===== src/rtl/mem_mapped_io_pkg.sv =====
// Shared definitions for the MEM-stage memory-mapped I/O block: window base,
// register word offsets and STATUS/CTRL bit positions.
package mmio_pkg;

  localparam logic [31:0] IO_BASE_DEFAULT = 32'h1001_FFE0;

  typedef logic [2:0] wordOff_t;

  localparam wordOff_t OFF_PORT_OUT  = 3'd0;
  localparam wordOff_t OFF_PORT_IN   = 3'd1;
  localparam wordOff_t OFF_STATUS    = 3'd2;
  localparam wordOff_t OFF_TIMER     = 3'd3;
  localparam wordOff_t OFF_TIMER_CMP = 3'd4;
  localparam wordOff_t OFF_CTRL      = 3'd5;

  localparam int unsigned STATUS_IN_CHG  = 0;
  localparam int unsigned STATUS_TMR_HIT = 1;

  localparam int unsigned CTRL_TMR_EN     = 0;
  localparam int unsigned CTRL_AUTO_CLR   = 1;
  localparam int unsigned CTRL_IN_CHG_IE  = 2;
  localparam int unsigned CTRL_TMR_HIT_IE = 3;

  // The window is 32 bytes, so only Address[31:5] takes part in the match.
  function automatic logic inWindow(input logic [31:0] addr, input logic [31:0] base);
    return addr[31:5] == base[31:5];
  endfunction

endpackage


===== src/rtl/mem_mapped_io_if.sv =====
// MEM-stage bus between the pipeline and the memory-mapped I/O block.
interface mem_mapped_io_if;
  logic [31:0] Address;
  logic [31:0] WriteData;
  logic        MemWrite;
  logic        MemRead;
  logic        IOHit;
  logic [31:0] IOReadData;
  logic        RAMWrite;

  modport master (
    output Address, WriteData, MemWrite, MemRead,
    input  IOHit, IOReadData, RAMWrite
  );

  modport slave (
    input  Address, WriteData, MemWrite, MemRead,
    output IOHit, IOReadData, RAMWrite
  );
endinterface


===== src/rtl/mem_mapped_io_input_sync_detect.sv =====
// Two-flop synchronizer for an asynchronous input bus with a change pulse.
module input_sync_detect #(
  parameter int unsigned WIDTH = 8
) (
  input  logic             clk,
  input  logic             reset,
  input  logic [WIDTH-1:0] asyncIn,
  output logic [WIDTH-1:0] syncOut,
  output logic             changed
);

  logic [WIDTH-1:0] sync1;
  logic [WIDTH-1:0] sync2;

  always_ff @(posedge clk) begin
    if (reset) begin
      sync1 <= '0;
      sync2 <= '0;
    end else begin
      sync1 <= asyncIn;
      sync2 <= sync1;
    end
  end

  // High in the cycle before sync2 changes, so a flag registered from it
  // updates on the same edge as sync2.
  assign changed = |(sync1 ^ sync2);
  assign syncOut = sync2;

endmodule


===== src/rtl/mem_mapped_io.sv =====
// Memory-mapped I/O register file for the MEM stage: output port, synchronized
// input port, sticky status, and a 32-bit timer with compare.
module mem_mapped_io
  import mmio_pkg::*;
#(
  parameter logic [31:0] IO_BASE       = IO_BASE_DEFAULT,
  parameter int unsigned PORT_IN_WIDTH = 8
) (
  input  logic                     clk,
  input  logic                     reset,
  mem_mapped_io_if.slave           bus,
  input  logic [PORT_IN_WIDTH-1:0] PortIn,
  output logic [31:0]              PortOut,
  output logic                     Irq
);

  logic                     ioHit;
  logic                     wrEn;
  wordOff_t                 wordOff;
  logic [PORT_IN_WIDTH-1:0] portInSync;
  logic                     inChgPulse;
  logic [31:0]              portOutReg;
  logic [1:0]               status;
  logic [1:0]               statusNext;
  logic [31:0]              timer;
  logic [31:0]              timerCmp;
  logic [3:0]               ctrl;
  logic                     wrTimer;
  logic                     tmrMatch;
  logic [31:0]              readMux;
  logic                     unusedAddrBits;

  assign ioHit          = inWindow(bus.Address, IO_BASE);
  assign wordOff        = bus.Address[4:2];
  assign unusedAddrBits = ^bus.Address[1:0];
  assign wrEn           = bus.MemWrite & ioHit;
  assign wrTimer        = wrEn && (wordOff == OFF_TIMER);
  assign tmrMatch       = !wrTimer && ctrl[CTRL_TMR_EN] && (timer == timerCmp);

  input_sync_detect #(
    .WIDTH(PORT_IN_WIDTH)
  ) uInSync (
    .clk    (clk),
    .reset  (reset),
    .asyncIn(PortIn),
    .syncOut(portInSync),
    .changed(inChgPulse)
  );

  // Hardware set is OR-ed in after the W1C mask so a same-cycle set wins.
  always_comb begin
    logic [1:0] w1c;
    logic [1:0] hwSet;
    w1c = '0;
    hwSet = '0;
    if (wrEn && (wordOff == OFF_STATUS)) w1c = bus.WriteData[1:0];
    hwSet[STATUS_IN_CHG]  = inChgPulse;
    hwSet[STATUS_TMR_HIT] = tmrMatch;
    statusNext = (status & ~w1c) | hwSet;
  end

  always_ff @(posedge clk) begin
    if (reset) begin
      portOutReg <= '0;
      status     <= '0;
      timer      <= '0;
      timerCmp   <= '1;
      ctrl       <= '0;
    end else begin
      status <= statusNext;
      if (wrEn && (wordOff == OFF_PORT_OUT))  portOutReg <= bus.WriteData;
      if (wrEn && (wordOff == OFF_TIMER_CMP)) timerCmp   <= bus.WriteData;
      if (wrEn && (wordOff == OFF_CTRL))      ctrl       <= bus.WriteData[3:0];
      if (wrTimer) begin
        timer <= bus.WriteData;
      end else if (tmrMatch) begin
        timer <= ctrl[CTRL_AUTO_CLR] ? '0 : timer + 32'd1;
      end else if (ctrl[CTRL_TMR_EN]) begin
        timer <= timer + 32'd1;
      end
    end
  end

  always_comb begin
    readMux = '0;
    case (wordOff)
      OFF_PORT_OUT:  readMux = portOutReg;
      OFF_PORT_IN:   readMux = 32'(portInSync);
      OFF_STATUS:    readMux = {30'd0, status};
      OFF_TIMER:     readMux = timer;
      OFF_TIMER_CMP: readMux = timerCmp;
      OFF_CTRL:      readMux = {28'd0, ctrl};
      default:       readMux = '0;
    endcase
  end

  assign bus.IOHit      = ioHit;
  assign bus.IOReadData = (ioHit && bus.MemRead) ? readMux : '0;
  assign bus.RAMWrite   = bus.MemWrite & ~ioHit;
  assign PortOut        = portOutReg;
  assign Irq            = |(status & ctrl[CTRL_TMR_HIT_IE:CTRL_IN_CHG_IE]);

endmodule


===== src/flat_wrapper.sv =====
// flat-port wrapper written by rule: the top's interface ports become plain ports
module mem_mapped_io_flat import mmio_pkg::*;
#(
  parameter logic [31:0] IO_BASE       = IO_BASE_DEFAULT,
  parameter int unsigned PORT_IN_WIDTH = 8
)
  (clk, reset, PortIn, PortOut, Irq, bus_Address, bus_WriteData, bus_MemWrite, bus_MemRead, bus_IOHit, bus_IOReadData, bus_RAMWrite);
  mem_mapped_io_if bus_i ();
  input  logic clk;
  input  logic reset;
  input  logic [PORT_IN_WIDTH-1:0] PortIn;
  output logic [31:0] PortOut;
  output logic Irq;
  input wire logic [$bits(bus_i.Address)-1:0] bus_Address;
  input wire logic [$bits(bus_i.WriteData)-1:0] bus_WriteData;
  input wire logic [$bits(bus_i.MemWrite)-1:0] bus_MemWrite;
  input wire logic [$bits(bus_i.MemRead)-1:0] bus_MemRead;
  output wire logic [$bits(bus_i.IOHit)-1:0] bus_IOHit;
  output wire logic [$bits(bus_i.IOReadData)-1:0] bus_IOReadData;
  output wire logic [$bits(bus_i.RAMWrite)-1:0] bus_RAMWrite;
  assign bus_i.Address = bus_Address;
  assign bus_i.WriteData = bus_WriteData;
  assign bus_i.MemWrite = bus_MemWrite;
  assign bus_i.MemRead = bus_MemRead;
  assign bus_IOHit = bus_i.IOHit;
  assign bus_IOReadData = bus_i.IOReadData;
  assign bus_RAMWrite = bus_i.RAMWrite;
  mem_mapped_io #(.IO_BASE(IO_BASE), .PORT_IN_WIDTH(PORT_IN_WIDTH)) u_core (.clk(clk), .reset(reset), .bus(bus_i), .PortIn(PortIn), .PortOut(PortOut), .Irq(Irq));
endmodule

===== config.mk =====
export PLATFORM = sky130hd
export DESIGN_NAME = mem_mapped_io_flat
export DESIGN_NICKNAME = d
export VERILOG_FILES = /design/src/rtl/mem_mapped_io_pkg.sv /design/src/rtl/mem_mapped_io_if.sv /design/src/rtl/mem_mapped_io_input_sync_detect.sv /design/src/rtl/mem_mapped_io.sv /design/src/flat_wrapper.sv
export SDC_FILE = /design/constraint.sdc
export NUM_CORES = 1
export LEC_CHECK = 0
export ABC_AREA = 1
export CORE_ASPECT_RATIO = 1.1
export CORE_MARGIN = 3
export CORE_UTILIZATION = 40
export CTS_CLUSTER_SIZE = 10
export DETAILED_ROUTE_END_ITERATION = 10
export PLACE_DENSITY_LB_ADDON = 0.25
export SLEW_MARGIN = 10
export SYNTH_ARGS = -nofsm -noshare
export SYNTH_HDL_FRONTEND = slang
export SYNTH_SLANG_ARGS = --single-unit

===== constraint.sdc =====
create_clock -name clk -period 3.2 [get_ports clk]
set_input_delay 0.64 -clock clk [delete_from_list [all_inputs] [get_ports clk]]
set_output_delay 0.64 -clock clk [all_outputs]
set_load 0.05 [all_outputs]

==> summary.txt, run 1 <==
Final layout
  • Post-layout util: 57.15%
  • Final instance area: between 9000 and 10000 sq um
  • Commonest non-fill, non-tap cells in the layout: nand2_1, inv_1, dfxtp_1
  • Finished Layout Cells: around 1500
  • Area Overhead vs Synth: 38.22%
  • Share of cells above drive strength 1: 11.74%
  • Ant. Diodes: 0
  • Most common cell after layout, fill and taps aside: nand2_1
  • Nets: about 1400

Timing
  • Worst-Margin Slew: 1.095 ns
  • TNS Setup: 0 ns
  • Final period utilization: 97.86%
  • Clock Skew: a little over 0.006 ns
  • Slew margin rel.: between 20% and 30%
  • Max-slew violations: 0
  • Setup violations, final: 0
  • Final worst path period need: between 3 and 4 ns
  • Final Hold Fails: 0
  • Max Freq: ~320 MHz
  • Hold_ws: between 0.4 and 0.5 ns
  • RSZ-0062 raised after global routing: true

Die
  • Die Ht: about 150 um
  • Die area: between 15000 and 20000 sq um
  • Die width: about 130 um
  • Io pins: 143
  • Area of the core: roughly 17000 sq um
  • Initial Util: between 40% and 50%
  • Core Rows: 50

Global route
  • Largest net degree at the start of global routing: 69
  • Initial antenna violation count: 0
  • GRT overflow: 0
  • Layer with the highest usage: met2
  • First-pass GRT wire length: 34.02 mm
  • Vias in the first global route: between 6000 and 7000
  • Met2 Resource Use GR: between 30% and 40%
  • Met3 usage: under 10%
  • M1 GR Usage: 27.56%
  • GRT Overall Usage: 21.17%

Setup path
  • CP Data Required Time: ~2.6 ns
  • Delay-heaviest family, CP: buffers and inverters
  • CP peak stage delay: between 0.4 and 0.5 ns
  • Critical path class: input pin to output port
  • CP startpoint kind: input pin
  • Worst Path Arrival: about 2.5 ns
  • Crit. End Element: output port
  • Worst path cell trace: clkdlybuf4s50_1 > nor4_1 > nand3_1 > nor2_2 > o211ai_1 > buf_4 > a31oi_2 > buf_12
  • Critical Path Stages: 8
  • Crit path buf inv count: 3
  • R2R depth: 12
  • CP max-delay cell: clkdlybuf4s50_1
  • Largest fanout on the critical path: 15

CTS
  • Num CTS Buffers: 17
  • CTS tree: yes
  • PostCTS Resize Cnt: 0
  • CTS sink count: 118
  • Clk_lat worst skew: about 0.43 ns
  • Clock root cell: clkbuf_16
  • Clk buf depth: 2
  • Cts hold-fix bufs: 0
  • Worst-path clk slew: 0.05 ns
  • Number of H-tree levels: 4

Routing
  • Drt via density: between 4 and 5
  • Vias: ~7400
  • Antenna Nets Post-Route: 0
  • Detailed Routing Iterations Pass 1: 5
  • Total wire length: roughly 20 mm
  • Initial DRC count: 451
  • DRC violations left: 0
  • DR WL/cell: 13.38 um

Synthesis
  • Register area share after synthesis: between 30% and 40%
  • Asr flop ratio synth: 0%
  • Synth top area cells: dfxtp_1, nand2_1, inv_1
  • Yosys cell types: 37
  • Syn Area/Cell: just over 6 sq um
  • Syn_nets: between 1000 and 1500
  • Synth Cell Area: between 7000 and 8000 sq um
  • Top FF cell, synth: dfxtp_1
  • Post-synth top area share: between 30% and 40%
  • Yosys reg bits: around 120
  • Post-synth EDFFs: 0
  • Area leader, netlist: dfxtp_1
  • Mapped Cells: about 1200
  • Ys Warns: 0

Pwr
  • LEAKAGE: between 3 and 4 nW
  • Peak supply drop: approximately 0.00044 V
  • PD cells: 372.9 nW/um^2

Job
  • Maxcap violations: 0

Placed design
  • GP Congestion: roughly 0.93
  • Post-DP Area: between 9000 and 10000 sq um
  • PortBufs: between 100 and 150
  • Detail Placement HPWL: around 15 mm
  • Cells after DPL: between 1000 and 1500

Min path
  • Hold Crit Depth: 2
  • Hold Crit Class: flop to flop

Outcome
  • Outcome: finished, final reports clean
==> tightest hold or removal path, stage by stage (launching register included) <==
cell and delay (ns):
dfxtp_1 0.32, inv_1 0.05, nor2_1 0.03
==> worst paths after layout <==
kind	start	to	slack [ns]
max	bus_Address[21]	bus_IOReadData[29]	0.07
min	u_core.uInSync.sync1[5]$_SDFF_PP0_	u_core.uInSync.syncOut[5]$_SDFF_PP0_	0.44
max reg2reg	u_core.timer[24]$_SDFFE_PP0P_	u_core.timer[10]$_SDFFE_PP0P_	0.99
min reg2reg	u_core.uInSync.sync1[5]$_SDFF_PP0_	u_core.uInSync.syncOut[5]$_SDFF_PP0_	0.44
==> cell usage after synthesis, drive strengths merged, types with 3 or more instances <==
cell    instances
nand2         308
inv           202
dfxtp         118
nor2          112
a21oi          87
o21ai          76
nand3          55
o211ai         33
buf            32
clkbuf         29
a31oi          23
xor2           22
nor3           16
o22ai           9
xnor2           8
a221oi          5
nand4           5
nor4            4
nand3b          3
or2             3
==> power breakdown <==
group	internal, mW	switching [mW]
Sequential	1.48	0.00678
Combinational	0.120	0.120
Clock	1.23	0.707
Total	2.83	0.833
==> repair_timing <==
action                                  in CTS  in global routing
endpoints found under the setup margin       0                  1
buffers inserted                             0                  0
hold endpoints to repair                     0                  0
==> registers in the layout, summed over array words and instances, names as in the netlist <==
| signal | flops |
|---|---|
| u_core.ctrl | 4 |
| u_core.timer | 32 |
| u_core.PortOut | 32 |
| u_core.timerCmp | 32 |
| u_core.uInSync.syncOut | 8 |
| u_core.status | 2 |
| u_core.uInSync.sync1 | 8 |
==> area by class of cell <==
class / count / area, sq um
Tap cell: 234 / 292.8
Sequential cell: 118 / 2362
Fill cell: 1652 / 7372
Multi-Input combinational cell: 772 / 3879
Inverter: 203 / 762.0
Clock inverter: 13 / 157.7
Timing Repair Buffer: 162 / 1939
Clock buffer: 18 / 439.2
==> routing by layer <==
layer  share of wire (%)  vias up  wire length [um]
met5                   0        -                 0
met4                 1.9        0               395
met3                 5.3       29              1086
met2                  47      169              9522
met1                  46     3296              9328
li1                    -     3895                 -
==> cell families (layout without fill, tap and decap cells) <==
family | after synthesis | after routing | share of synthesized area [%]
buffers and inverters | 264 | 396 | 14.63
DFF | 118 | 118 | 33.21
and+or+nand+nor | 506 | 506 | 29.60
xor gates and xnor gates | 30 | 30 | 3.694
adders and majority gates | 1 | 1 | 0.1759
AOI/OAI and AO/OA | 235 | 235 | 18.68
==> metrics by stage <==
| step | total power [mW] | worst slack (ns) |
|---|---|---|
| floorplan | 1.613 | -0.09283 |
| global placement | 1.757 | 0.1019 |
| detailed placement | 1.759 | 0.06958 |
| CTS | 3.694 | 0.06276 |
| global route | 3.789 | -0.01191 |
| finish | 3.666 | 0.06862 |
No activity file was read; power rests on OpenSTA's default activity.
==> inputs of run 2 (changes only) <==
--- a/config.mk
+++ b/config.mk
@@ -16,3 +16,4 @@
 export SYNTH_ARGS = -nofsm -noshare
 export SYNTH_HDL_FRONTEND = slang
 export SYNTH_SLANG_ARGS = --single-unit
+export TNS_END_PERCENT = 5
==> summary.txt, run 2 (same netlist as run 1, synthesis figures left out) <==
Outcome
  • Outcome: finished, final reports clean (unchanged)

Die
  • Io pins: 143 (unchanged)
  • Die area: 19420 sq um (unchanged)
  • Die width: 133.1 um (unchanged)
  • Initial Util: 41.35% (unchanged)
  • Core Rows: 50 (unchanged)
  • Area of the core: 17200 sq um (unchanged)
  • Die Ht: 145.9 um (unchanged)

CTS
  • Num CTS Buffers: 17 (unchanged)
  • CTS tree: yes (unchanged)
  • Number of H-tree levels: 4 (unchanged)
  • CTS sink count: 118 (unchanged)
  • Clock root cell: clkbuf_16 (unchanged)
  • Clk buf depth: 2 (unchanged)
  • Clk_lat worst skew: 0.43 ns (about the same)
  • Cts hold-fix bufs: 0 (unchanged)
  • Worst-path clk slew: 0.06 ns (was 0.05 ns)

Global route
  • First-pass GRT wire length: 34.45 mm (was 34.02 mm)
  • Vias in the first global route: 7010 (was 6964)
  • GRT Overall Usage: 21.47% (was 21.17%)
  • Initial antenna violation count: 0 (unchanged)
  • Largest net degree at the start of global routing: 65 (was 69)
  • GRT overflow: 0 (unchanged)

Timing
  • Max-slew violations: 0 (unchanged)
  • Clock Skew: 0.01139 ns (was 0.006047 ns)
  • Max Freq: 323.3 MHz (was 319.3 MHz)
  • Final Hold Fails: 0 (unchanged)
  • Worst-Margin Slew: 1.127 ns (was 1.095 ns)
  • Final worst path period need: 3.093 ns (was 3.131 ns)
  • PnR worst setup slack: 0.1071 ns (was 0.06862 ns)
  • Final period utilization: 96.65% (was 97.86%)
  • RSZ-0062 raised after global routing: true (unchanged)
  • Setup violations, final: 0 (unchanged)
  • Slew margin rel.: 24.79% (was 26.90%)

Pwr
  • PD cells: 403.2 nW/um^2 (was 372.9 nW/um^2)
  • Peak supply drop: 0.0003979 V (was 0.0004390 V)
  • Switch share: 20.93% (was 22.72%)
  • Total Power: 4.002 mW (was 3.666 mW)
  • LEAKAGE: 3.861 nW (was 3.808 nW)
  • Switch Pwr: 837.7 uW (was 833.1 uW)
  • Clock power frac: 56.7% (was 52.9%)
  • Sequential power share: 37.2% (was 40.6%)
  • Combinational share of power: 6.1% (was 6.5%)
  • P_int: 3.164 mW (was 2.833 mW)

Routing
  • Drt via density: 4.861 (about the same)
  • Met3 WL: 949 um (was 1.086 mm)
  • Initial DRC count: 453 (was 451)
  • DR WL/cell: 13.51 um (was 13.38 um)
  • Vias: 7408 (was 7389)
  • Detailed Routing Iterations Pass 1: 5 (unchanged)
  • DRC violations left: 0 (unchanged)
  • Metal2 WL: 9.912 mm (was 9.522 mm)
  • WL met1: 9.421 mm (was 9.328 mm)
  • Total wire length: 20.59 mm (was 20.33 mm)
  • Top sig layer: met4 (unchanged)
  • Antenna Nets Post-Route: 0 (unchanged)

Final layout
  • Area Overhead vs Synth: 39.54% (was 38.22%)
  • Ant. Diodes: 0 (unchanged)
  • Fill cells: 1650 (was 1652)
  • Multi-input logic area: 3861 sq um (was 3879 sq um)
  • FF/Latch Area: 2362 sq um (unchanged)
  • Most common cell after layout, fill and taps aside: nand2_1 (unchanged)
  • Commonest non-fill, non-tap cells in the layout: nand2_1, inv_1, dfxtp_1 (unchanged)
  • Nets: 1354 (was 1351)
  • Share of cells above drive strength 1: 11.94% (was 11.74%)

Setup path
  • Worst path cell trace: clkdlybuf4s50_1 > nor4_1 > nand3_1 > nor2_2 > o211ai_1 > buf_4 > a31oi_2 > buf_12 (unchanged)
  • Largest fanout on the critical path: 14 (was 15)
  • CP max-delay cell: clkdlybuf4s50_1 (unchanged)
  • Worst Path Arrival: 2.45 ns (was 2.49 ns)
  • R2R Path Start: u_core.timer[25]$_SDFFE_PP0P_ (was u_core.timer[24]$_SDFFE_PP0P_)
  • CP Data Required Time: 2.56 ns (about the same)
  • CP peak stage delay: 0.44 ns (about the same)
  • Crit. End Element: output port (unchanged)
  • CP startpoint kind: input pin (unchanged)
  • R2R Setup Slk: 0.87 ns (was 0.99 ns)
  • Worst reg2reg endpoint: u_core.timer[22]$_SDFFE_PP0P_ (was u_core.timer[10]$_SDFFE_PP0P_)
  • R2R depth: 11 (was 12)
  • Critical path class: input pin to output port (unchanged)

Min path
  • Endpoint, Worst Hold: u_core.uInSync.syncOut[3]$_SDFF_PP0_ (was u_core.uInSync.syncOut[5]$_SDFF_PP0_)
  • Hold Crit Depth: 2 (unchanged)
  • Hold_sp: u_core.uInSync.sync1[3]$_SDFF_PP0_ (was u_core.uInSync.sync1[5]$_SDFF_PP0_)
  • Hold Crit Class: flop to flop (unchanged)

Placed design
  • PortBufs: 140 (unchanged)
  • Detail Placement HPWL: 15.10 mm (was 15.04 mm)
  • Post-place setup slack: 0.07714 ns (was 0.06958 ns)
  • GP Congestion: 0.9331 (was 0.9252)

Job
  • Maxcap violations: 0 (unchanged)
==> run 2: cell types whose count changed in the layout (fill, tap and decap cells not counted) <==
| cell | before | now |
|---|---|---|
| a31oi_2 | 20 | 22 |
| inv_1 | 186 | 185 |
| clkinv_4 | 2 | 1 |
| bufinv_16 | 3 | 7 |
| buf_12 | 37 | 36 |
| clkinvlp_4 | 4 | 3 |
| clkbuf_1 | 0 | 2 |
| a31oi_4 | 2 | 0 |
| clkinv_2 | 4 | 1 |
| inv_6 | 0 | 1 |
| buf_4 | 19 | 23 |
==> run 2: repair_timing <==
| item | 4_1_cts | 5_1_grt |
|---|---|---|
| gates resized for setup | 0 | 1 |
| endpoints found under the setup margin | 0 | 19 |
| setup buffers | 0 | 3 |
==> run 2: per-stage QoR <==
| stage | hold slack (ns) | TNS, ns | cell area [sq um] | cells | util, % |
|---|---|---|---|---|---|
| after floorplan | 0.4149 | -1.776 | 7257 | 1154 | - |
| after global placement | 0.4230 | 0 | 9205 | 1489 | 53.51 |
| after detailed placement | 0.4255 | 0 | 9205 | 1489 | 53.51 |
| after CTS | 0.4374 | 0 | 9899 | 1521 | 57.54 |
| after global routing | 0.4466 | -0.06610 | 9926 | 1524 | 57.69 |
| final | 0.4342 | 0 | 9926 | 1524 | 57.69 |
==> run 2: worst max-delay path by stage <==
stage          slack [ns]            start                 end
3_5_place_dp         0.08   bus_Address[4]  bus_IOReadData[18]
4_1_cts              0.08   bus_Address[4]  bus_IOReadData[18]
5_1_grt             -0.02   bus_Address[7]   bus_IOReadData[7]
3_3_place_gp         0.11  bus_Address[21]  bus_IOReadData[29]
6_report             0.11  bus_Address[21]  bus_IOReadData[29]
2_1_floorplan       -0.09  bus_Address[18]  bus_IOReadData[13]
==> run 2: routing by layer <==
metal,vias up,track usage (%)
met2,168,36.43
met5,-,0
met1,3318,27.88
met4,0,6.121
met3,24,3.976
li1,3898,-
==> run 2: area by class of cell <==
| class | instances | share of cell area, % |
|---|---|---|
| sequential | 118 | 23.80 |
| inverter | 203 | 7.715 |
| tap | 234 | 2.950 |
| timing repair buffer | 165 | 19.64 |
| clock buffer | 20 | 4.500 |
| multi-input combinational | 772 | 38.90 |
| clock inverter | 12 | 2.496 |
==> run 2: critical path, delay by kind of cell <==
family | cells | cell delay [ns]
AO/OA/AOI/OAI | 2 | 0.38
buffers and inverters | 3 | 0.85
AND/OR/NAND/NOR | 3 | 0.57
==> run 2: power by group through the flow <==
stage | logic (mW) | clock network [mW] | registers [mW]
detailed placement | 0.243 | 0 | 1.52
finish | 0.245 | 2.27 | 1.49
CTS | 0.244 | 2.30 | 1.49
floorplan | 0.0963 | 0 | 1.52
global placement | 0.240 | 0 | 1.52
global route | 0.271 | 2.36 | 1.49
